<file path="config.mk">
export PLATFORM = sky130hd
export DESIGN_NAME = alu_seq
export DESIGN_NICKNAME = d
export VERILOG_FILES = /design/src/rtl/alu_seq.sv
export SDC_FILE = /design/constraint.sdc
export NUM_CORES = 1
export LEC_CHECK = 0
export BUFFER_PORTS_ARGS = -buffer_cell sky130_fd_sc_hd__buf_4
export CAP_MARGIN = 10
export CORE_UTILIZATION = 54
export CTS_CLUSTER_SIZE = 28
export DETAILED_ROUTE_END_ITERATION = 8
export PLACE_DENSITY = 0.92
export SLEW_MARGIN = 20
export SYNTH_ARGS = -nofsm -noshare
export SYNTH_HDL_FRONTEND = slang
export SYNTH_SLANG_ARGS = --single-unit
</file>
<file path="constraint.sdc">
create_clock -name clk -period 6.4 [get_ports clk]
set_clock_uncertainty 0.15 [all_clocks]
set_input_delay 0.96 -clock clk [delete_from_list [all_inputs] [get_ports clk]]
set_output_delay 0.96 -clock clk [all_outputs]
set_load 0.005 [all_outputs]
</file>
<file path="src/rtl/alu_seq.sv">
`default_nettype none
// ============================================================================
//  Module      : alu_seq
//  Description : Parametrised, handshaked ALU. Keeps the 4-bit combinational
//                ALU's op encoding (op[3] inverts a, op[2] inverts b and
//                drives carry-in, op[1:0] = AND/OR/XOR/ADD). The result is
//                registered behind a valid/ready output handshake, and a
//                zero flag is added. An optional multi-cycle unsigned
//                shift-add multiplier is selected by op[4].
//  Revision    : 1.0 - initial release
// ----------------------------------------------------------------------------
//  Configuration macro:
//    ALU_SEQ_MUL_EN  defined   : multiply datapath, MUL state and counter
//                                are present; op[4]=1 selects multiply.
//                    undefined : op[4] is ignored, every op takes 1 cycle,
//                                and y_hi is tied to 0.
//  Parameters:
//    WIDTH      operand/result width (minimum 2)
//  Ports:
//    clk        in   rising-edge clock
//    rst        in   synchronous reset, active high
//    in_valid   in   op/a/b presented
//    in_ready   out  block can accept (from state/out_valid/out_ready only)
//    op[4:0]    in   operation select
//    a, b       in   operands
//    out_valid  out  result registers hold an unconsumed result
//    out_ready  in   consumer accepts the result
//    y          out  result, or low half of the product
//    y_hi       out  high half of the product, 0 for basic ops
//    cout       out  adder carry-out (ADD only)
//    neg        out  negative unsigned difference (ADD with op[2] only)
//    zero       out  result (including y_hi) is zero
// ============================================================================
module alu_seq #(
    parameter int WIDTH = 8
) (
    input  logic             clk,
    input  logic             rst,
    input  logic             in_valid,
    output logic             in_ready,
    input  logic [4:0]       op,
    input  logic [WIDTH-1:0] a,
    input  logic [WIDTH-1:0] b,
    output logic             out_valid,
    input  logic             out_ready,
    output logic [WIDTH-1:0] y,
    output logic [WIDTH-1:0] y_hi,
    output logic             cout,
    output logic             neg,
    output logic             zero
);

    // ------------------------------------------------------------------
    // Result registers
    // ------------------------------------------------------------------
    logic [WIDTH-1:0] r_y;
    logic             r_cout;
    logic             r_neg;
    logic             r_zero;
    logic             r_out_valid;

    // ------------------------------------------------------------------
    // Basic (single-cycle) datapath
    // ------------------------------------------------------------------
    logic [WIDTH-1:0] w_am;
    logic [WIDTH-1:0] w_bm;
    logic [WIDTH:0]   w_sum;
    logic [WIDTH-1:0] w_basic_y;
    logic             w_basic_cout;
    logic             w_basic_neg;

    always_comb begin
        w_am         = op[3] ? ~a : a;
        w_bm         = op[2] ? ~b : b;
        // op[2] doubles as carry-in so that ~b + 1 forms the two's complement
        w_sum        = {1'b0, w_am} + {1'b0, w_bm} + {{WIDTH{1'b0}}, op[2]};
        w_basic_y    = w_sum[WIDTH-1:0];
        w_basic_cout = 1'b0;
        w_basic_neg  = 1'b0;
        case (op[1:0])
            2'b00:   w_basic_y = w_am & w_bm;
            2'b01:   w_basic_y = w_am | w_bm;
            2'b10:   w_basic_y = w_am ^ w_bm;
            default: begin
                w_basic_y    = w_sum[WIDTH-1:0];
                w_basic_cout = w_sum[WIDTH];
                // A subtract that produces no carry borrowed: a < b unsigned
                w_basic_neg  = ~w_sum[WIDTH] & op[2];
            end
        endcase
    end

    // ------------------------------------------------------------------
    // Handshake
    // ------------------------------------------------------------------
    logic w_busy;
    logic w_accept;
    logic w_consume;

`ifdef ALU_SEQ_MUL_EN
    localparam logic [0:0] c_IDLE = 1'b0;
    localparam logic [0:0] c_MUL  = 1'b1;
    localparam int         c_CNT_W = $clog2(WIDTH);
    localparam logic [c_CNT_W-1:0] c_LAST = c_CNT_W'(WIDTH - 1);

    logic [0:0]         r_state;
    logic [c_CNT_W-1:0] r_cnt;
    logic [WIDTH-1:0]   r_mcand;
    // Upper half is the accumulator, lower half the not-yet-examined
    // multiplier bits; each iteration shifts one multiplier bit out.
    logic [2*WIDTH-1:0] r_prod;
    logic [WIDTH-1:0]   r_y_hi;
    logic [WIDTH:0]     w_hi_sum;
    logic [2*WIDTH-1:0] w_prod_next;

    always_comb begin
        w_hi_sum    = {1'b0, r_prod[2*WIDTH-1:WIDTH]}
                    + (r_prod[0] ? {1'b0, r_mcand} : {(WIDTH+1){1'b0}});
        w_prod_next = {w_hi_sum, r_prod[WIDTH-1:1]};
    end

    assign w_busy = (r_state == c_MUL);
    assign y_hi   = r_y_hi;
`else
    logic w_unused_op4;

    assign w_busy       = 1'b0;
    assign y_hi         = {WIDTH{1'b0}};
    assign w_unused_op4 = op[4];
`endif

    assign in_ready  = !w_busy && (!r_out_valid || out_ready);
    assign w_accept  = in_valid && in_ready;
    assign w_consume = r_out_valid && out_ready;

    // ------------------------------------------------------------------
    // Control and result registers
    // ------------------------------------------------------------------
    always_ff @(posedge clk) begin
        if (rst) begin
            r_y         <= '0;
            r_cout      <= 1'b0;
            r_neg       <= 1'b0;
            r_zero      <= 1'b0;
            r_out_valid <= 1'b0;
`ifdef ALU_SEQ_MUL_EN
            r_state     <= c_IDLE;
            r_cnt       <= '0;
            r_mcand     <= '0;
            r_prod      <= '0;
            r_y_hi      <= '0;
`endif
        end
`ifdef ALU_SEQ_MUL_EN
        else if (r_state == c_MUL) begin
            // in_ready is low here, so nothing can be accepted or consumed
            r_prod <= w_prod_next;
            r_cnt  <= r_cnt + c_CNT_W'(1);
            if (r_cnt == c_LAST) begin
                r_cnt       <= '0;
                r_y         <= w_prod_next[WIDTH-1:0];
                r_y_hi      <= w_prod_next[2*WIDTH-1:WIDTH];
                r_cout      <= 1'b0;
                r_neg       <= 1'b0;
                r_zero      <= (w_prod_next == '0);
                r_out_valid <= 1'b1;
                r_state     <= c_IDLE;
            end
        end
        else if (w_accept && op[4]) begin
            r_mcand     <= a;
            r_prod      <= {{WIDTH{1'b0}}, b};
            r_cnt       <= '0;
            r_out_valid <= 1'b0;
            r_state     <= c_MUL;
        end
`endif
        else if (w_accept) begin
            r_y         <= w_basic_y;
            r_cout      <= w_basic_cout;
            r_neg       <= w_basic_neg;
            r_zero      <= (w_basic_y == '0);
            r_out_valid <= 1'b1;
`ifdef ALU_SEQ_MUL_EN
            r_y_hi      <= '0;
`endif
        end
        else if (w_consume) begin
            r_out_valid <= 1'b0;
        end
    end

    assign y         = r_y;
    assign cout      = r_cout;
    assign neg       = r_neg;
    assign zero      = r_zero;
    assign out_valid = r_out_valid;

endmodule
`default_nettype wire

</file>
==> out/qor.txt, run 1 <==
Outcome -> finished clean
Number of antenna violations at the first check in global routing -> 0
Row Count -> 18
Worst IR Drop VDD -> 0.000139 V
Reg-to-reg endpoint -> zero
Weighted congestion reported at the end of routability-driven placement -> 0.803
Total power -> 289 uW
Avg Synthesized Cell Area -> 7.64 sq um
Top Ports -> 46
Vias per inst -> 5.48
Sort of element at the end of the critical path -> register
FF-to-FF Start -> out_valid
Hold Path Stages -> 2
Number of warning messages in the yosys log -> 0
Beginning of the worst hold path -> y[1]
Top-area cell type share of the netlist area -> 0.166
Number of cells upsized or downsized after cts -> 0
CTS tree -> built
Pin count of the biggest net entering global routing -> 23
Yosys reg bits -> 12
Data required time of the critical path -> 6.44 ns
Max capacitance violation total -> 0
Commonest cells post-synth -> sky130_fd_sc_hd__nor2_1, sky130_fd_sc_hd__inv_1, sky130_fd_sc_hd__nand2_1, sky130_fd_sc_hd__ha_1, sky130_fd_sc_hd__dfxtp_1
Min-Delay Path Class -> register to register
Number of buffers inserted for hold repair after clock tree synthesis -> 0
Global-route wire length before repair -> 4570 um
Post-layout minimum cycle time -> 3.50 ns
Net count of the finished layout -> 259
Worst Setup Path Type -> input pin to register
Cell with the most instances after synthesis -> sky130_fd_sc_hd__nor2_1
Global-route usage over all layers -> 0.214
Dominant synthesized flop cell -> sky130_fd_sc_hd__dfxtp_1
1st-iter DRT viols -> 31
Reg2Reg Setup Slack -> 4.45 ns
Share of final-layout standard cells stronger than drive strength 1 -> 0.206
Total number of vias -> 1359
Setup Fix Bufs, Post-CTS -> 0
Actual slew at the worst max-slew pin -> 0.490 ns
Via count of the first global-routing pass -> 1096
Share of the clock period used by the worst path -> 0.547
Cell at the root of the clock tree -> sky130_fd_sc_hd__clkbuf_4
Share of async-settable or async-resettable flops after synthesis -> 0
Power per cell area -> 171 mW/mm^2
Number of antenna repair diodes -> 0
Clock edge transition at the registers on the reported setup and hold paths -> 0.07 ns
Clock latency at the later pin of the worst-skew pair -> 0.27 ns
Hold violation total from the final report -> 0
Nature of the critical path startpoint -> input pin
Standard cell core area -> 0.00250 sq mm
Die outline area -> 0.00288 sq mm
Worst R2R Path Depth -> 6
Cell leakage power -> 0.000829 uW
Clock Sink Count -> 12
Number of distinct standard cells referenced by the synthesized netlist -> 45
Number of slew-limit violations in the final report -> 0
Area grow syn2layout -> 17.2%
Sink of the worst hold path -> y[1]
Final setup violation count -> 0
Worst Path Arrival -> 3.54 ns
Number of instances in the synthesized netlist -> 189
Leading post-synthesis cells by cell area -> sky130_fd_sc_hd__dfxtp_1, sky130_fd_sc_hd__ha_1, sky130_fd_sc_hd__xnor2_1
Relative max-transition margin -> 0.671
Total congestion overflow after global routing -> 0
Number of buffers added on ports -> 36
Routed wire length per instance -> 11.2 um
Sequential area share after synthesis -> 0.166
Maximum root-to-sink buffer count -> 2
Setup repair after global routing missed its margin -> false
Fin Setup TNS -> 0 ns
Post-synth top area cell -> sky130_fd_sc_hd__dfxtp_1
DIE WIDTH -> 53.7 um
TritonCTS buffer count -> 3
Total half-perimeter wirelength after legalization and detailed placement -> 2240 um
Critical path fanouts, max -> 9
Count of H-tree levels built during CTS -> 1
Detailed Routing Iterations Pass 1 -> 4
FMAX -> 285 MHz
Number of synthesized flops with an enable pin -> 0
Final antenna-violating net count -> 0
Detailed-route DRC error count -> 0
Mapped cell area -> 0.00144 sq mm
Final wirelength -> 2770 um
Height of the chip -> 53.7 um
Initial cell density of the core -> 0.578
Number of filler instances in the final layout -> 229
[stage by stage]
stage | setup WS (ns) | util | cells | hold slack, ns | instance area, sq um
floorplan | 2.64 | - | 196 | 0.303 | 1470
global placement | 2.64 | 0.663 | 244 | 0.293 | 1660
detailed placement | 2.61 | 0.663 | 244 | 0.299 | 1660
CTS | 2.89 | 0.677 | 248 | 0.309 | 1690
global route | 2.77 | 0.677 | 248 | 0.341 | 1690
finish | 2.90 | 0.677 | 248 | 0.307 | 1690
[layout by cell type, fill, tap and decap left out, types with 2 or more instances in the layout]
cell type,n
sky130_fd_sc_hd__o21ai_0,4
sky130_fd_sc_hd__a21o_1,4
sky130_fd_sc_hd__inv_1,19
sky130_fd_sc_hd__o21a_1,2
sky130_fd_sc_hd__xor2_1,9
sky130_fd_sc_hd__nor3_1,4
sky130_fd_sc_hd__a211o_1,3
sky130_fd_sc_hd__nor2b_1,3
sky130_fd_sc_hd__nand4_1,3
sky130_fd_sc_hd__nand2_1,15
sky130_fd_sc_hd__a21oi_1,10
sky130_fd_sc_hd__clkbuf_4,3
sky130_fd_sc_hd__o31ai_1,2
sky130_fd_sc_hd__nand2b_1,2
sky130_fd_sc_hd__mux4_2,2
sky130_fd_sc_hd__nand3b_1,3
sky130_fd_sc_hd__a211oi_1,6
sky130_fd_sc_hd__nand3_1,5
sky130_fd_sc_hd__ha_1,14
sky130_fd_sc_hd__buf_4,36
sky130_fd_sc_hd__dfxtp_1,12
sky130_fd_sc_hd__xnor2_1,10
sky130_fd_sc_hd__conb_1,8
sky130_fd_sc_hd__nor2_1,20
[worst max path at each step]
stage | startpoint | endpoint | slack [ns] | depth (start not counted)
global placement | op[3] | zero | 2.64 | 10
global route | op[3] | zero | 2.77 | 10
floorplan | op[2] | zero | 2.64 | 10
CTS | op[3] | zero | 2.89 | 10
finish | op[3] | zero | 2.90 | 10
detailed placement | op[3] | zero | 2.61 | 10
[kinds of logic after synthesis]
family / Yosys count / synth area share
flip-flops: 12 / 0.166
other: 1 / 0.00260
multiplexers: 2 / 0.0312
XOR/XNOR: 19 / 0.115
AO/OA/AOI/OAI: 40 / 0.195
buffers and inverters: 37 / 0.133
AND/OR/NAND/NOR: 62 / 0.214
adder cells (fa/ha/maj): 16 / 0.142
[metal layers]
layer  track usage  up-vias  routed length, um
met5             0        -                  0
met4         0.114        0                 34
met3       0.00847        4                163
met2         0.360       49               1300
met1         0.273      616               1270
li1              -      690                  -
[critical path, cell delays in order]
cell and delay (ns):
sky130_fd_sc_hd__buf_4 0.17, sky130_fd_sc_hd__xnor2_1 0.23, sky130_fd_sc_hd__a21o_1 0.23, sky130_fd_sc_hd__fa_1 0.40, sky130_fd_sc_hd__xnor2_1 0.14, sky130_fd_sc_hd__mux4_2 0.49
sky130_fd_sc_hd__or4_4 0.49, sky130_fd_sc_hd__nor4_2 0.13, sky130_fd_sc_hd__nand4_1 0.13, sky130_fd_sc_hd__o31ai_2 0.17
[report_power, final]
part           switching, uW  internal, uW  leakage, uW
registers               2.89          80.6    0.0000988
clock network           23.6          34.6    0.0000210
logic                   79.8          67.8     0.000709
total                    106           183     0.000829
[sequential cells by signal, summed over array words and instances, names as in the netlist]
| signal | cells |
|---|---|
| zero | 1 |
| out_valid | 1 |
| y | 8 |
| cout | 1 |
| neg | 1 |
[area by class of cell]
class,count,area (sq um),share of cell area
Tap cell,30,37.5,0.0222
Sequential cell,12,240,0.142
Inverter,19,71.3,0.0421
Multi-Input combinational cell,147,1040,0.613
Timing Repair Buffer,36,270,0.160
Clock buffer,4,36.3,0.0214
No activity file was read; power rests on OpenSTA's default activity.
==> run 2: changes to the inputs <==
--- a/config.mk
+++ b/config.mk
@@ -5,12 +5,13 @@
 export SDC_FILE = /design/constraint.sdc
 export NUM_CORES = 1
 export LEC_CHECK = 0
+export ABC_AREA = 1
 export BUFFER_PORTS_ARGS = -buffer_cell sky130_fd_sc_hd__buf_4
 export CAP_MARGIN = 10
-export CORE_UTILIZATION = 54
+export CORE_UTILIZATION = 52
 export CTS_CLUSTER_SIZE = 28
 export DETAILED_ROUTE_END_ITERATION = 8
-export PLACE_DENSITY = 0.92
+export PLACE_DENSITY = 0.89
 export SLEW_MARGIN = 20
 export SYNTH_ARGS = -nofsm -noshare
 export SYNTH_HDL_FRONTEND = slang
==> constraint.sdc (replaced) <==
create_clock -name clk -period 3.47 [get_ports clk]
set_clock_uncertainty 0.15 [all_clocks]
set_input_delay 0.5205 -clock clk [delete_from_list [all_inputs] [get_ports clk]]
set_output_delay 0.5205 -clock clk [all_outputs]
set_load 0.005 [all_outputs]
==> out/qor.txt, run 2 <==
Number of antenna violations at the first check in global routing -> 0 (unchanged)
Leading post-synthesis cells by cell area -> sky130_fd_sc_hd__dfxtp_1, sky130_fd_sc_hd__ha_1, sky130_fd_sc_hd__nand2_1
Cells along the critical path -> buf_4 -> xor2_1 -> inv_1 -> fa_1 -> inv_1 -> nand3_1 -> nand3_1 -> nand3_1 -> o21ai_1 -> nand3_1 -> nor2_1 -> nand3_1 -> nor2_1 -> nor2_1 -> nor2_1
Sort of element at the end of the critical path -> register
Bufs and invs on worst path -> 3 (+2)
Vias per inst -> 5.12 (-6.6%)
Multi-input combinational cell area -> 0.00102 sq mm (-1.9%)
Min-Delay Path Class -> input pin to register
Total half-perimeter wirelength after legalization and detailed placement -> 2570 um (+15%)
Avg Synthesized Cell Area -> 6.59 sq um (-14%)
Hold violation total from the final report -> 0 (unchanged)
Largest register FFs -> 8 (unchanged)
Top-area cell type share of the netlist area -> 0.161 (-0.00517)
Final Instance Count excl. Fillers -> 292 (+18%)
Fin Setup TNS -> 0 ns (unchanged)
Worst Path Arrival -> 2.48 ns (-1.06 ns)
Die outline area -> 0.00308 sq mm (+6.9%)
Number of buffers inserted for hold repair after clock tree synthesis -> 0 (unchanged)
Number of filler instances in the final layout -> 250 (+9.2%)
Routed wire length per instance -> 10.8 um (-3.8%)
Cell with the most instances after synthesis -> sky130_fd_sc_hd__nand2_1
Via count of the first global-routing pass -> 1293 (+18%)
Slowest library cell on the worst path -> sky130_fd_sc_hd__fa_1
Share of async-settable or async-resettable flops after synthesis -> 0 (unchanged)
Cell occurring most often along the worst timing path -> sky130_fd_sc_hd__nand3_1
Worst Setup Path Type -> input pin to register
Most frequent standard cell in the layout excluding fill and tap cells -> sky130_fd_sc_hd__nand2_1
Most frequent cells in the layout -> sky130_fd_sc_hd__nand2_1, sky130_fd_sc_hd__inv_1, sky130_fd_sc_hd__buf_4, sky130_fd_sc_hd__nand3_1, sky130_fd_sc_hd__ha_1
Global-route usage over all layers -> 0.214 (about the same)
Number of distinct standard cells referenced by the synthesized netlist -> 34 (-24%)
Outcome -> finished clean
Global-route wire length before repair -> 5430 um (+19%)
Dominant synthesized flop cell -> sky130_fd_sc_hd__dfxtp_1
Number of buffers added on ports -> 36 (unchanged)
Yosys reg bits -> 12 (unchanged)
Total congestion overflow after global routing -> 0 (unchanged)
Commonest cells post-synth -> sky130_fd_sc_hd__nand2_1, sky130_fd_sc_hd__inv_1, sky130_fd_sc_hd__nand3_1, sky130_fd_sc_hd__ha_1, sky130_fd_sc_hd__nor2_1
DIE WIDTH -> 55.5 um (+3.4%)
Area after detailed placement -> 0.00173 sq mm (+4.5%)
Final antenna-violating net count -> 0 (unchanged)
Setup repair after global routing missed its margin -> false
Clock edge transition at the registers on the reported setup and hold paths -> 0.07 ns (about the same)
Sequential area share after synthesis -> 0.161 (-0.00517)
Top Ports -> 46 (unchanged)
Number of synthesized flops with an enable pin -> 0 (unchanged)
Worst IR Drop VDD -> 0.000402 V (+190%)
Initial cell density of the core -> 0.545 (-0.0325)
Count of H-tree levels built during CTS -> 1 (unchanged)
Number of antenna repair diodes -> 0 (unchanged)
Weighted congestion reported at the end of routability-driven placement -> 0.915 (+14%)
Critical path fanouts, max -> 9 (unchanged)
Clock Sink Count -> 12 (unchanged)
Height of the chip -> 55.5 um (+3.4%)
Number of instances in the synthesized netlist -> 226 (+20%)
Max capacitance violation total -> 0 (unchanged)
Nature of the critical path startpoint -> input pin
Number of slew-limit violations in the final report -> 0 (unchanged)
Post-route cell area -> 0.00177 sq mm (+4.4%)
Row Count -> 19 (+1)
Final wirelength -> 3140 um (+13%)
Setup Fix Bufs, Post-CTS -> 0 (unchanged)
Kind of cell adding the most delay to the critical path -> simple AND/OR/NAND/NOR gates
Number of cells upsized or downsized after cts -> 0 (unchanged)
Setup Slack @ Placement -> 0.758 ns (-1.85 ns)
Area of all sequential standard cells -> 240 sq um (unchanged)
Detailed-route DRC error count -> 0 (unchanged)
Cell leakage power -> 0.000971 uW (+17%)
Cell at the root of the clock tree -> sky130_fd_sc_hd__clkbuf_4
Final setup violation count -> 0 (unchanged)
Maximum root-to-sink buffer count -> 2 (unchanged)
Share of the clock period used by the worst path -> 0.697
FMAX -> 413 MHz
Cell Count Post-Placement -> 288 (+18%)
Number of warning messages in the yosys log -> 0 (unchanged)
TritonCTS buffer count -> 3 (unchanged)
Standard cell core area -> 0.00273 sq mm (+9.4%)
Pin count of the biggest net entering global routing -> 19 (-17%)
Delay of the slowest cell on the worst path -> 0.46 ns (-0.03 ns)
Clock latency at the later pin of the worst-skew pair -> 0.27 ns (about the same)
Worst Hold Slack -> 0.292 ns (-0.0154 ns)
Detailed Routing Iterations Pass 1 -> 4 (unchanged)
Post-synth top area cell -> sky130_fd_sc_hd__dfxtp_1
Power per cell area -> 308 mW/mm^2 (+80%)
Area grow syn2layout -> 18.6%
CTS tree -> built
Mapped cell area -> 0.00149 sq mm (+3.2%)
Total number of vias -> 1495 (+10%)
Post-layout minimum cycle time -> 2.42 ns
Data required time of the critical path -> 3.53 ns (-2.91 ns)
Net count of the finished layout -> 302 (+17%)
Worst setup slack after layout -> 1.05 ns (-1.85 ns)
Share of final-layout standard cells stronger than drive strength 1 -> 0.215 (+0.00814)
1st-iter DRT viols -> 62 (+100%)
## run 2: cell count changes after synthesis, moves of 6 or more
cell / before / now
sky130_fd_sc_hd__a211oi_1: 6 / 0
sky130_fd_sc_hd__nand2_1: 15 / 45
sky130_fd_sc_hd__inv_1: 19 / 41
sky130_fd_sc_hd__nor2_1: 20 / 13
sky130_fd_sc_hd__nand3_1: 5 / 16
sky130_fd_sc_hd__o211ai_1: 1 / 7
## run 2: cell families (layout without fill, tap and decap cells)
group / Yosys count / in the layout / share of synthesized area
compound gates: 34 / 34 / 0.147
xor+xnor: 16 / 16 / 0.0940
fa+ha+maj: 15 / 15 / 0.131
buf+inv: 56 / 84 / 0.174
flops: 12 / 12 / 0.161
other cells: 1 / 8 / 0.00252
simple gates: 92 / 92 / 0.291
## run 2: through the flow
stage | utilization | power [uW]
after floorplan | - | 366
after detailed placement | 0.633 | 438
after global routing | 0.647 | 598
after global placement | 0.633 | 431
after CTS | 0.647 | 547
final | 0.647 | 544
## run 2: worst paths after layout
check	from	to	slack [ns]	cells past startpoint
setup / recovery	op[3]	zero	1.05	15
hold / removal	rst	zero	0.29	2
hold reg to reg	neg	neg	0.32	2
setup reg to reg	out_valid	zero	1.67	11
## run 2: per-layer routing
metal  vias to the layer above  routed length, um  global-route usage
li1                        773                  -                   -
met1                       659               1390               0.275
met2                        59               1550               0.379
met3                         4                168              0.0398
met4                         0                 25              0.0321
met5                         -                  0                   0
## run 2: final cells by class
| cell class | instances | area share |
|---|---|---|
| multi-input cells | 165 | 0.575 |
| inverters | 44 | 0.0934 |
| repair buffers | 36 | 0.153 |
| clock buffers | 4 | 0.0205 |
| flip-flops and latches | 12 | 0.136 |
| well taps | 31 | 0.0219 |
## run 2: worst reg2reg max path, cell delays in order, from the launching register on
cell and delay (ns):
sky130_fd_sc_hd__dfxtp_1 0.35, sky130_fd_sc_hd__a21oi_4 0.38, sky130_fd_sc_hd__inv_2 0.10, sky130_fd_sc_hd__a21oi_1 0.13, sky130_fd_sc_hd__nand2_1 0.06, sky130_fd_sc_hd__o21ai_1 0.09, sky130_fd_sc_hd__nand2_1 0.06, sky130_fd_sc_hd__nor2_1 0.11
sky130_fd_sc_hd__nand3_1 0.08, sky130_fd_sc_hd__nor2_1 0.12, sky130_fd_sc_hd__nor2_1 0.05, sky130_fd_sc_hd__nor2_1 0.07
## run 2: power breakdown
group	switching (uW)	total, uW	internal (uW)
clock network	44.1	108	63.7
registers	6.06	154	148
logic	163	282	119
==> run 3: changes to the inputs <==
--- a/config.mk
+++ b/config.mk
@@ -8,10 +8,10 @@
 export ABC_AREA = 1
 export BUFFER_PORTS_ARGS = -buffer_cell sky130_fd_sc_hd__buf_4
 export CAP_MARGIN = 10
-export CORE_UTILIZATION = 52
+export CORE_UTILIZATION = 47
 export CTS_CLUSTER_SIZE = 28
 export DETAILED_ROUTE_END_ITERATION = 8
-export PLACE_DENSITY = 0.89
+export PLACE_DENSITY = 0.85
 export SLEW_MARGIN = 20
 export SYNTH_ARGS = -nofsm -noshare
 export SYNTH_HDL_FRONTEND = slang
==> constraint.sdc (replaced) <==
create_clock -name clk -period 2.2 [get_ports clk]
set_clock_uncertainty 0.15 [all_clocks]
set_input_delay 0.33 -clock clk [delete_from_list [all_inputs] [get_ports clk]]
set_output_delay 0.33 -clock clk [all_outputs]
set_load 0.005 [all_outputs]
==> out/qor.txt, run 3 (same netlist as run 2, synthesis figures left out) <==
Maximum root-to-sink buffer count -> 2 (unchanged)
Final Instance Count excl. Fillers -> 330 (+13%)
Min-Delay Path Class -> input pin to register
Row Count -> 20 (+1)
Switching Power -> 373 uW (+75%)
Via count of the first global-routing pass -> 1379 (+6.7%)
Post-layout minimum cycle time -> 2.11 ns
Net count of the finished layout -> 327 (+8.3%)
Hold Path Stages -> 2 (unchanged)
Final wirelength -> 3490 um (+11%)
Total half-perimeter wirelength after legalization and detailed placement -> 2860 um (+11%)
Vias per inst -> 4.93 (-3.8%)
Number of slew-limit violations in the final report -> 0 (unchanged)
Kind of cell adding the most delay to the critical path -> simple AND/OR/NAND/NOR gates
Bufs and invs on worst path -> 3 (unchanged)
Cell leakage power -> 0.00112 uW (+15%)
Number of antenna violations at the first check in global routing -> 0 (unchanged)
Clock power share -> 0.179 (-0.019)
Global-route usage over all layers -> 0.200 (-0.0141)
Nature of the critical path startpoint -> input pin
Clock edge transition at the registers on the reported setup and hold paths -> 0.08 ns (about the same)
Switching share of power -> 0.384 (-0.00784)
Clock latency at the later pin of the worst-skew pair -> 0.27 ns (about the same)
Global-route wire length before repair -> 5430 um (unchanged)
Detailed Routing Iterations Pass 1 -> 4 (unchanged)
Worst Path Arrival -> 2.13 ns (-0.35 ns)
DIE WIDTH -> 58.3 um (+5.0%)
Number of antenna repair diodes -> 0 (unchanged)
Largest register FFs -> 8 (unchanged)
Number of buffers inserted for hold repair after clock tree synthesis -> 0 (unchanged)
TritonCTS buffer count -> 3 (unchanged)
Hold violation total from the final report -> 0 (unchanged)
Critical path fanouts, max -> 7 (-2)
Area grow syn2layout -> 37.3%
Slowest library cell on the worst path -> sky130_fd_sc_hd__ha_1
Most frequent cells in the layout -> sky130_fd_sc_hd__buf_4, sky130_fd_sc_hd__nand2_1, sky130_fd_sc_hd__inv_1, sky130_fd_sc_hd__nand3_1, sky130_fd_sc_hd__ha_1
Cell at the root of the clock tree -> sky130_fd_sc_hd__clkbuf_4
Height of the chip -> 58.3 um (+5.0%)
1st-iter DRT viols -> 48 (-23%)
Worst IR Drop VDD -> 0.000215 V (-46%)
Share of the clock period used by the worst path -> 0.958
Sequential share of power -> 0.250 (-0.033)
Outcome -> finished clean
Share of total power in combinational logic -> 0.570 (+0.051)
FMAX -> 475 MHz
Detailed-route DRC error count -> 0 (unchanged)
Total number of vias -> 1626 (+8.8%)
Initial cell density of the core -> 0.492 (-0.0529)
CTS tree -> built
Pin count of the biggest net entering global routing -> 16 (-3)
Weighted congestion reported at the end of routability-driven placement -> 0.898 (-1.9%)
Share of final-layout standard cells stronger than drive strength 1 -> 0.315 (+0.100)
Top Ports -> 46 (unchanged)
Critical Path Stages -> 15 (unchanged)
Internal power contribution -> 598 uW (+81%)
Total power -> 972 uW (+78%)
Count of H-tree levels built during CTS -> 1 (unchanged)
Worst Hold Slack -> 0.0899 ns (-0.202 ns)
Sort of element at the end of the critical path -> register
Final antenna-violating net count -> 0 (unchanged)
Worst Setup Path Type -> input pin to register
Max capacitance violation total -> 0 (unchanged)
Routed wire length per instance -> 10.6 um (-1.8%)
Most frequent standard cell in the layout excluding fill and tap cells -> sky130_fd_sc_hd__buf_4
Delay of the slowest cell on the worst path -> 0.38 ns (-0.08 ns)
Clock Sink Count -> 12 (unchanged)
Cell Count Post-Placement -> 325 (+13%)
Die outline area -> 0.00340 sq mm (+10%)
Number of buffers added on ports -> 36 (unchanged)
Cells along the critical path -> buf_4 -> buf_4 -> xnor2_1 -> ha_1 -> nand2_1 -> inv_1 -> nand4_1 -> nand3_1 -> nand2_1 -> nand3_1 -> o21ai_2 -> nand3_1 -> nor2_1 -> nor2_1 -> nor2_1
Final setup violation count -> 0 (unchanged)
Standard cell core area -> 0.00303 sq mm (+11%)
Worst R2R Path Depth -> 11 (unchanged)
Total congestion overflow after global routing -> 0 (unchanged)
Data required time of the critical path -> 2.23 ns (-1.30 ns)
Power per cell area -> 475 mW/mm^2 (+54%)
## run 3: changes by cell type in the layout (fill, tap and decap cells not counted), sizes merged
cell | before | now
buf | 36 | 61
## run 3: final cells by class
| cell class | count | area (sq um) |
|---|---|---|
| multi-input combinational | 165 | 1080 |
| clock buffer | 4 | 36.3 |
| timing repair buffer | 61 | 465 |
| fill | 250 | 982 |
| sequential | 12 | 240 |
| inverter | 44 | 165 |
| tap | 44 | 55.1 |
## run 3: through the flow
| stage | cell area (sq um) | setup TNS, ns | setup slack [ns] | utilization |
|---|---|---|---|---|
| floorplan | 1520 | 0 | 0.0201 | - |
| global placement | 1940 | -0.529 | -0.153 | 0.639 |
| detailed placement | 1940 | -1.06 | -0.255 | 0.639 |
| CTS | 1970 | 0 | 0.0259 | 0.651 |
| global route | 2050 | -0.00542 | -0.00542 | 0.676 |
| finish | 2050 | 0 | 0.0934 | 0.676 |
## run 3: final timing paths
kind | from | end | slack [ns]
setup / recovery | op[2] | zero | 0.09
hold / removal | rst | neg | 0.09
setup reg to reg | out_valid | zero | 0.59
hold reg to reg | neg | neg | 0.31
## run 3: repair_timing
action,in CTS,in global routing
buffers inserted,0,1
endpoints found under the setup margin,0,6
gates resized for setup,0,11
endpoints found under the hold margin,0,0
## run 3: power by group through the flow
stage	clock network [uW]	registers [uW]	logic (uW)
2_1_floorplan	0	249	329
4_1_cts	176	243	520
5_1_grt	186	244	616
6_report	174	243	554
3_5_place_dp	0	248	518
3_3_place_gp	0	248	501
## run 3: worst register-to-register path, stage by stage, from the launching register on
cell and delay (ns):
sky130_fd_sc_hd__dfxtp_1 0.35, sky130_fd_sc_hd__a21oi_4 0.21, sky130_fd_sc_hd__inv_2 0.07, sky130_fd_sc_hd__a21oi_1 0.12, sky130_fd_sc_hd__nand2_1 0.06, sky130_fd_sc_hd__o21ai_1 0.10, sky130_fd_sc_hd__nand2_1 0.06, sky130_fd_sc_hd__nor2_1 0.11
sky130_fd_sc_hd__nand3_1 0.08, sky130_fd_sc_hd__nor2_1 0.12, sky130_fd_sc_hd__nor2_1 0.05, sky130_fd_sc_hd__nor2_1 0.07
## run 3: per-layer routing
| metal | part of all wire | GRT usage | wire length, um | vias up |
|---|---|---|---|---|
| li1 | - | - | - | 831 |
| met1 | 0.41 | 0.245 | 1430 | 721 |
| met2 | 0.51 | 0.376 | 1790 | 63 |
| met3 | 0.053 | 0.0198 | 185 | 11 |
| met4 | 0.024 | 0.0442 | 82 | 0 |
| met5 | 0 | 0 | 0 | - |
